File: config.mk
export PLATFORM = sky130hd
export DESIGN_NAME = execute_writeback
export DESIGN_NICKNAME = d
export VERILOG_FILES = /design/src/rtl/execute_writeback.sv
export SDC_FILE = /design/constraint.sdc
export NUM_CORES = 1
export LEC_CHECK = 0
export CAP_MARGIN = 10
export CORE_MARGIN = 4
export CORE_UTILIZATION = 30
export DETAILED_ROUTE_END_ITERATION = 8
export PLACE_DENSITY = 0.56
export SLEW_MARGIN = 30
export SYNTH_ARGS = -nofsm -noshare
export SYNTH_HDL_FRONTEND = slang
export SYNTH_SLANG_ARGS = --single-unit
File: constraint.sdc
create_clock -name clk -period 3.2 [get_ports clk]
set_input_delay 0.64 -clock clk [delete_from_list [all_inputs] [get_ports clk]]
set_output_delay 0.64 -clock clk [all_outputs]
set_load 0.02 [all_outputs]
File: src/rtl/execute_writeback.sv
// Two-entry in-order write-back buffer between execute and the register-file write port,
// with a forwarding lookup over entries still pending write-back.
module execute_writeback #(
    parameter int LEN_REG   = 32,
    parameter int LEN_REGNO = 4
) (
    input  logic                 clk,
    input  logic                 rst_n,
    input  logic                 in_valid,
    output logic                 in_ready,
    input  logic                 in_wen,
    input  logic [LEN_REGNO-1:0] in_rd,
    input  logic [LEN_REG-1:0]   in_data,
    output logic                 rf_we,
    output logic [LEN_REGNO-1:0] rf_waddr,
    output logic [LEN_REG-1:0]   rf_wdata,
    input  logic                 rf_ready,
    input  logic [LEN_REGNO-1:0] fwd_addr,
    output logic                 fwd_hit,
    output logic [LEN_REG-1:0]   fwd_data,
    output logic [1:0]           count
);

    logic [LEN_REGNO-1:0] rd_q   [2];
    logic [LEN_REG-1:0]   data_q [2];
    logic                 head;
    logic                 tail;
    logic [1:0]           count_q;
    logic                 push;
    logic                 pop;
    logic                 young;

    assign in_ready = (count_q != 2'd2);
    assign rf_we    = (count_q != 2'd0);
    assign push     = in_valid && in_ready && in_wen;
    assign pop      = rf_we && rf_ready;
    assign count    = count_q;
    assign young    = ~tail;

    always_comb begin
        rf_waddr = '0;
        rf_wdata = '0;
        if (rf_we) begin
            rf_waddr = rd_q[head];
            rf_wdata = data_q[head];
        end
    end

    // The entry just behind tail is the youngest; when only one entry is held it is also head.
    always_comb begin
        fwd_hit  = 1'b0;
        fwd_data = '0;
        if (count_q != 2'd0 && rd_q[young] == fwd_addr) begin
            fwd_hit  = 1'b1;
            fwd_data = data_q[young];
        end else if (count_q == 2'd2 && rd_q[head] == fwd_addr) begin
            fwd_hit  = 1'b1;
            fwd_data = data_q[head];
        end
    end

    always_ff @(posedge clk or negedge rst_n) begin
        if (!rst_n) begin
            head    <= 1'b0;
            tail    <= 1'b0;
            count_q <= '0;
        end else begin
            if (push) tail <= ~tail;
            if (pop)  head <= ~head;
            case ({push, pop})
                2'b10:   count_q <= count_q + 2'd1;
                2'b01:   count_q <= count_q - 2'd1;
                default: count_q <= count_q;
            endcase
        end
    end

    always_ff @(posedge clk) begin
        if (push) begin
            rd_q[tail]   <= in_rd;
            data_q[tail] <= in_data;
        end
    end

endmodule

# --- After elaboration in Yosys (flattened, before gate mapping) ---
# Memories as Yosys holds them, arrays and structs flattened.
# Index checks and enable logic that the tools add are counted.
word_totals:
  regBits: 4
  memories: 2
  mem_bits_rw: 72
memory_table:
  columns: ["memory", "depth", "word_bits", "read_ports", "rd_clocked_by_memory_dff", "wr", "line_no", "text"]
  rows:
  - ["data_q", 2, 32, 2, 0, 1, "25", "logic [LEN_REG-1:0] data_q [2];"]
  - ["rd_q", 2, 4, 2, 0, 1, "24", "logic [LEN_REGNO-1:0] rd_q [2];"]
op_classes:
  reduce_logical: 7
  n_mux: 9
  add_sub_neg: 2
  eq_ne: 6
  bitwise: 2
ops:
  columns: ["cell", "n"]
  rows:
  - ["32-bit two-way mux", 3]
  - ["4-bit == test", 2]
  - ["1-bit logical AND", 5]
  - ["2-bit == test, second input constant", 2]
  - ["1-bit two-way mux", 4]
  - ["4-bit two-way mux", 1]
  - ["2-bit case mux with 2 select lines", 1]
  - ["2-bit nonzero test", 2]
  - ["2-bit by 1-bit adder with 2-bit output, second input constant", 1]
  - ["2-bit by 1-bit == test with 1-bit output, second input constant", 1]
  - ["2-bit != test, second input constant", 1]
  - ["1-bit inverter", 2]
  - ["2-bit by 1-bit subtractor with 2-bit output, second input constant", 1]

# --- Depth between registers and ports, before layout ---
logic_depth:
  ltp_word: 5
  ltp_mapped: 8
  depth_no_buf: 7

# --- Worst setup path before layout ---
# Ideal clock, no wire load.
synth_path:
  kind: "flip-flop to flip-flop"
  start: "register count_q[0] (netlist: count[0])"
  end: "memory data_q[0][0] (enable)"
  path_buffers: 1
  path_stages_with_launch: 5
  required_time_ns: 2.771
  arrival_time_ns: 2.724
  setup_slack_ns: 0.046
  synth_period_minus_slack_ns: 3.154
  cell_sequence: "dfrtp_1 -> clkbuf_1 -> nand2b_1 -> nand3_1 -> nor2_1"
synth_between:
  elab_chain_cells: 5
synth_rtl:
  columns: ["item", "line_no", "text"]
  rows:
  - ["from (decl)", "28", "logic [1:0] count_q;"]
  - ["from (signal assigned)", "71", "2'b10: count_q <= count_q + 2'd1;"]
  - ["from (signal assigned)", "72", "2'b01: count_q <= count_q - 2'd1;"]
  - ["from (signal assigned)", "73", "default: count_q <= count_q;"]
  - ["2-bit != test", "33", "assign in_ready = (count_q != 2'd2);"]
  - ["named net in_ready", "10", "output logic in_ready,"]
  - ["1-bit logical AND (2 in series)", "35", "assign push = in_valid && in_ready && in_wen;"]
  - ["1-bit two-way mux", "79", "if (push) begin"]
  - ["1-bit two-way mux (implied by the code)", "81", "data_q[tail] <= in_data;"]
  - ["to (decl)", "25", null]
# The timed path passes the listed nets, and every way through them passes these cells.

# --- Worst setup path in the final report ---
layout_path:
  start: "register head"
  end: "output fwd_data[14]"
layout_between:
  elab_chain_cells: 5
  word_cells_on_any_way: 6
  classes_between: "1 x eq/ne; 2 x mux; 1 x reduce/logical; 2 x memory"
layout_rtl:
  columns: ["item", "line_no", "text"]
  rows:
  - ["from (decl)", "26", "logic head;"]
  - ["from (signal assigned)", "69", "if (pop) head <= ~head;"]
  - ["memory 2 x 4 bit", null, null]
  - ["4-bit == test", "56", "end else if (count_q == 2'd2 && rd_q[head] == fwd_addr) begin"]
  - ["1-bit logical AND", "56", null]
  - ["32-bit two-way mux *", "56", null]
  - ["32-bit two-way mux *", "53", "if (count_q != 2'd0 && rd_q[young] == fwd_addr) begin"]
  - ["to (decl)", "20", "output logic [LEN_REG-1:0] fwd_data,"]
# Every way passes the cells marked *; elsewhere a longest branch is shown, timed or not.

==> impl_metrics.json <==
{
  "status": "finished clean",
  "grt_pass1_wl_um": 19800,
  "wl_met2_um": 6190,
  "met1_length_um": 5680,
  "worstMarginPinSlew_ns": 0.641,
  "switchingPower_mw": 2.12,
  "antenna_found_initial": 0,
  "muxShareOfSynthArea_pct": 9.63,
  "cts_sinks": 76,
  "highest_layer": "met4",
  "ys_seq_area_share_pct": 51.3,
  "cp_top_family": "buffers and inverters",
  "power.share.clock_pct": 17.3,
  "cts_max_level": 3,
  "vias_per_cell": 5.08,
  "r2r_cells": 8,
  "power_mw": 5.09,
  "fillers": 1369,
  "mostFrequentLayoutCell": "clkdlybuf4s50_1",
  "wl_met3_um": 599,
  "clk_pin_slew_ns": 0.06,
  "synthCells": 411,
  "synth-adder-area-share_pct": 0.284,
  "path_cells": "buf_4 > mux2i_4 > mux2i_2 > nor4_4 > buf_6 > nand2_8 > buf_12 > o311ai_1 > clkdlybuf4s15_2",
  "hold_viol_final": 0,
  "io_buffers": 117,
  "nets": 585,
  "drc": 0,
  "drive_gt1_share_pct": 21.7,
  "dpl_cell_area_um2": 5920,
  "setup.worst_path.end_class": "output pin",
  "final_util_pct": 44.3,
  "worst_slew_margin_rel_pct": 57.3,
  "drt_iter0_drc": 174,
  "clock_path_buffers": 2,
  "hpwl_um": 8520,
  "switching_share_pct": 41.6,
  "synth_cell_types": 28,
  "fp-row-count": 44,
  "whs_ns": 0.515,
  "grt_remaining_overflow": 0,
  "ir_drop_mv": 0.364,
  "ctsHoldBuffers": 0,
  "die_area_um2": 16700,
  "grt_pass1_vias": 3718,
  "synthSimpleGateAreaFrac_pct": 15.0,
  "clk_latency_ns": 0.33,
  "synthesis.nets": 457,
  "p_int_mw": 2.97,
  "die_h_um": 129,
  "timing.max_cap.violations": 0,
  "syn_area_um2": 4410,
  "yosysTopAreaCell": "edfxtp_1",
  "timing.rr.end": "count[1]$_DFFE_PN0P_",
  "critPathMaxStageDelay_ns": 0.53,
  "fin_setup_tns_ns": 0,
  "core_area_um2": 14500,
  "initial_core_util_pct": 30.4,
  "drv_slew": 0,
  "yosysWarnings": 0,
  "synth_top_area_share_pct": 49.1,
  "holdCritPathClass": "primary input to asynchronous set/reset pin",
  "syn_to_final_growth_pct": 45.7,
  "critPathMaxFanout": 9,
  "finalSetupViolations": 0,
  "clockRootBuffer": "clkbuf_16",
  "postRouteAntennaNets": 0,
  "drt_wl_total_um": 12700,
  "cts_buffers": 9,
  "vias": 3699,
  "arrival_ns": 2.49,
  "gr-usage-all-layers_pct": 15.2,
  "rsz0062_at_grt": "true",
  "r2r-start": "count[1]$_DFFE_PN0P_",
  "period_needed_ns": 3.13,
  "drtPass1Iterations": 6,
  "insertedDiodeCount": 0,
  "synth_top_family_by_area": "simple AND/OR/NAND/NOR gates",
  "rrSetupSlack_ns": 1.07,
  "cts_tree": "done",
  "p_leak_nw": 2.61,
  "p_per_area_nw_per_um2": 793,
  "crit_buf_inv": 4,
  "io_pins": 118,
  "finClkSkew_ns": 0.00810,
  "synth_xor_area_share_pct": 2.19,
  "cp-start-kind": "flop",
  "synth_top_cells_by_area": "edfxtp_1, mux2i_1, o311ai_2, nand2_1, a21o_1",
  "syn_area_per_cell_um2": 10.7,
  "p_seq_share_pct": 27.2,
  "dieWidth_um": 129,
  "wl_per_cell_um": 17.4,
  "required_ns": 2.56,
  "p_comb_share_pct": 55.4,
  "final_cell_mix": "clkdlybuf4s50_1, edfxtp_1, nand2_1",
  "ys_ff_latch": 76,
  "finish.instance_area_um2": 6420,
  "synth_compound_area_share_pct": 14.8,
  "crit_path_top_delay_cell": "dfrtp_4",
  "timing.final.crit_share_pct": 97.9,
  "max_freq_mhz": 319,
  "grt_max_degree": 53,
  "crit_type": "flop to output pin",
  "gp_congestion": 0.732
}
layout make-up:
type	instances	area (um2)	area share (%)
tap	184	230	3.59
inverter	35	131	2.05
clock inverter	3	13.8	0.214
clock buffer	13	240	3.74
multi-input combinational	265	2070	32.2
timing repair buffer	152	1470	22.9
sequential	76	2270	35.3
worst register-to-register path, delay by kind of cell (launching register included):
kind	cells	cell delay (ns)
and+or+nand+nor	3	0.69
adders and majority gates	1	0.32
DFF	1	0.43
buffers and inverters	3	0.49
xor gates and xnor gates	1	0.15
metal layers:
layer	GRT usage [%]	vias up
met5	0	-
li1	-	1762
met1	20.0	1822
met4	6.18	0
met2	24.9	98
met3	2.56	17
cell families after synthesis:
kind of cell	Yosys count
AOI/OAI and AO/OA	66
adders and majority gates	1
DFF	76
xor gates and xnor gates	11
and+or+nand+nor	145
muxes	42
buffers and inverters	70
Yosys cell counts (all sizes together):
library cell	n
nand2b	1
nor2	40
xnor2	6
o311ai	32
nor4	1
dfrtp	4
clkbuf	24
nand2	66
and3b	1
edfxtp	72
inv	35
nand3	1
a21o	32
buf	11
o21bai	1
and2	1
nand4	33
xor2	5
ha	1
o21ai	1
mux2i	42
nor3b	1
metrics by stage:
step           std cells  setup slack (ns)
6_report             728            0.0670
5_1_grt              728           -0.0244
4_1_cts              724           -0.0867
3_5_place_dp         704            -0.537
3_3_place_gp         704            -0.528
2_1_floorplan        411            0.0465
power by group through the flow:
stage,logic (mW),clock network [mW],registers [mW]
after floorplan,1.57,0,1.37
after global placement,2.70,0,1.40
after detailed placement,2.73,0,1.40
after CTS,2.78,0.904,1.39
after global routing,3.03,0.943,1.41
final,2.82,0.882,1.39
repair_timing:
item | 4_1_cts | 5_1_grt
resized for setup | 152 | 46
gates cloned | 1 | 1
pin swaps | 2 | 1
endpoints found under the setup margin | 33 | 47
setup buffers | 3 | 3
state kept, by name (all words and copies together) (netlist names):
register / count
rd_q: 8
tail: 1
count: 2
head: 1
data_q: 64
how the worst max path moves through the flow:
| stage | start | endpoint | cells after the start |
|---|---|---|---|
| final | head$_DFFE_PN0P_ | fwd_data[14] | 9 |
| after detailed placement | fwd_addr[3] | fwd_data[3] | 8 |
| after global routing | head$_DFFE_PN0P_ | fwd_data[17] | 9 |
| after CTS | fwd_addr[2] | fwd_data[25] | 8 |
| after global placement | fwd_addr[3] | fwd_data[3] | 8 |
| after floorplan | count[0]$_DFFE_PN0P_ | data_q[0][0]$_DFFE_PP_ | 4 |
Note: power is estimated with default switching activity, not from simulation.
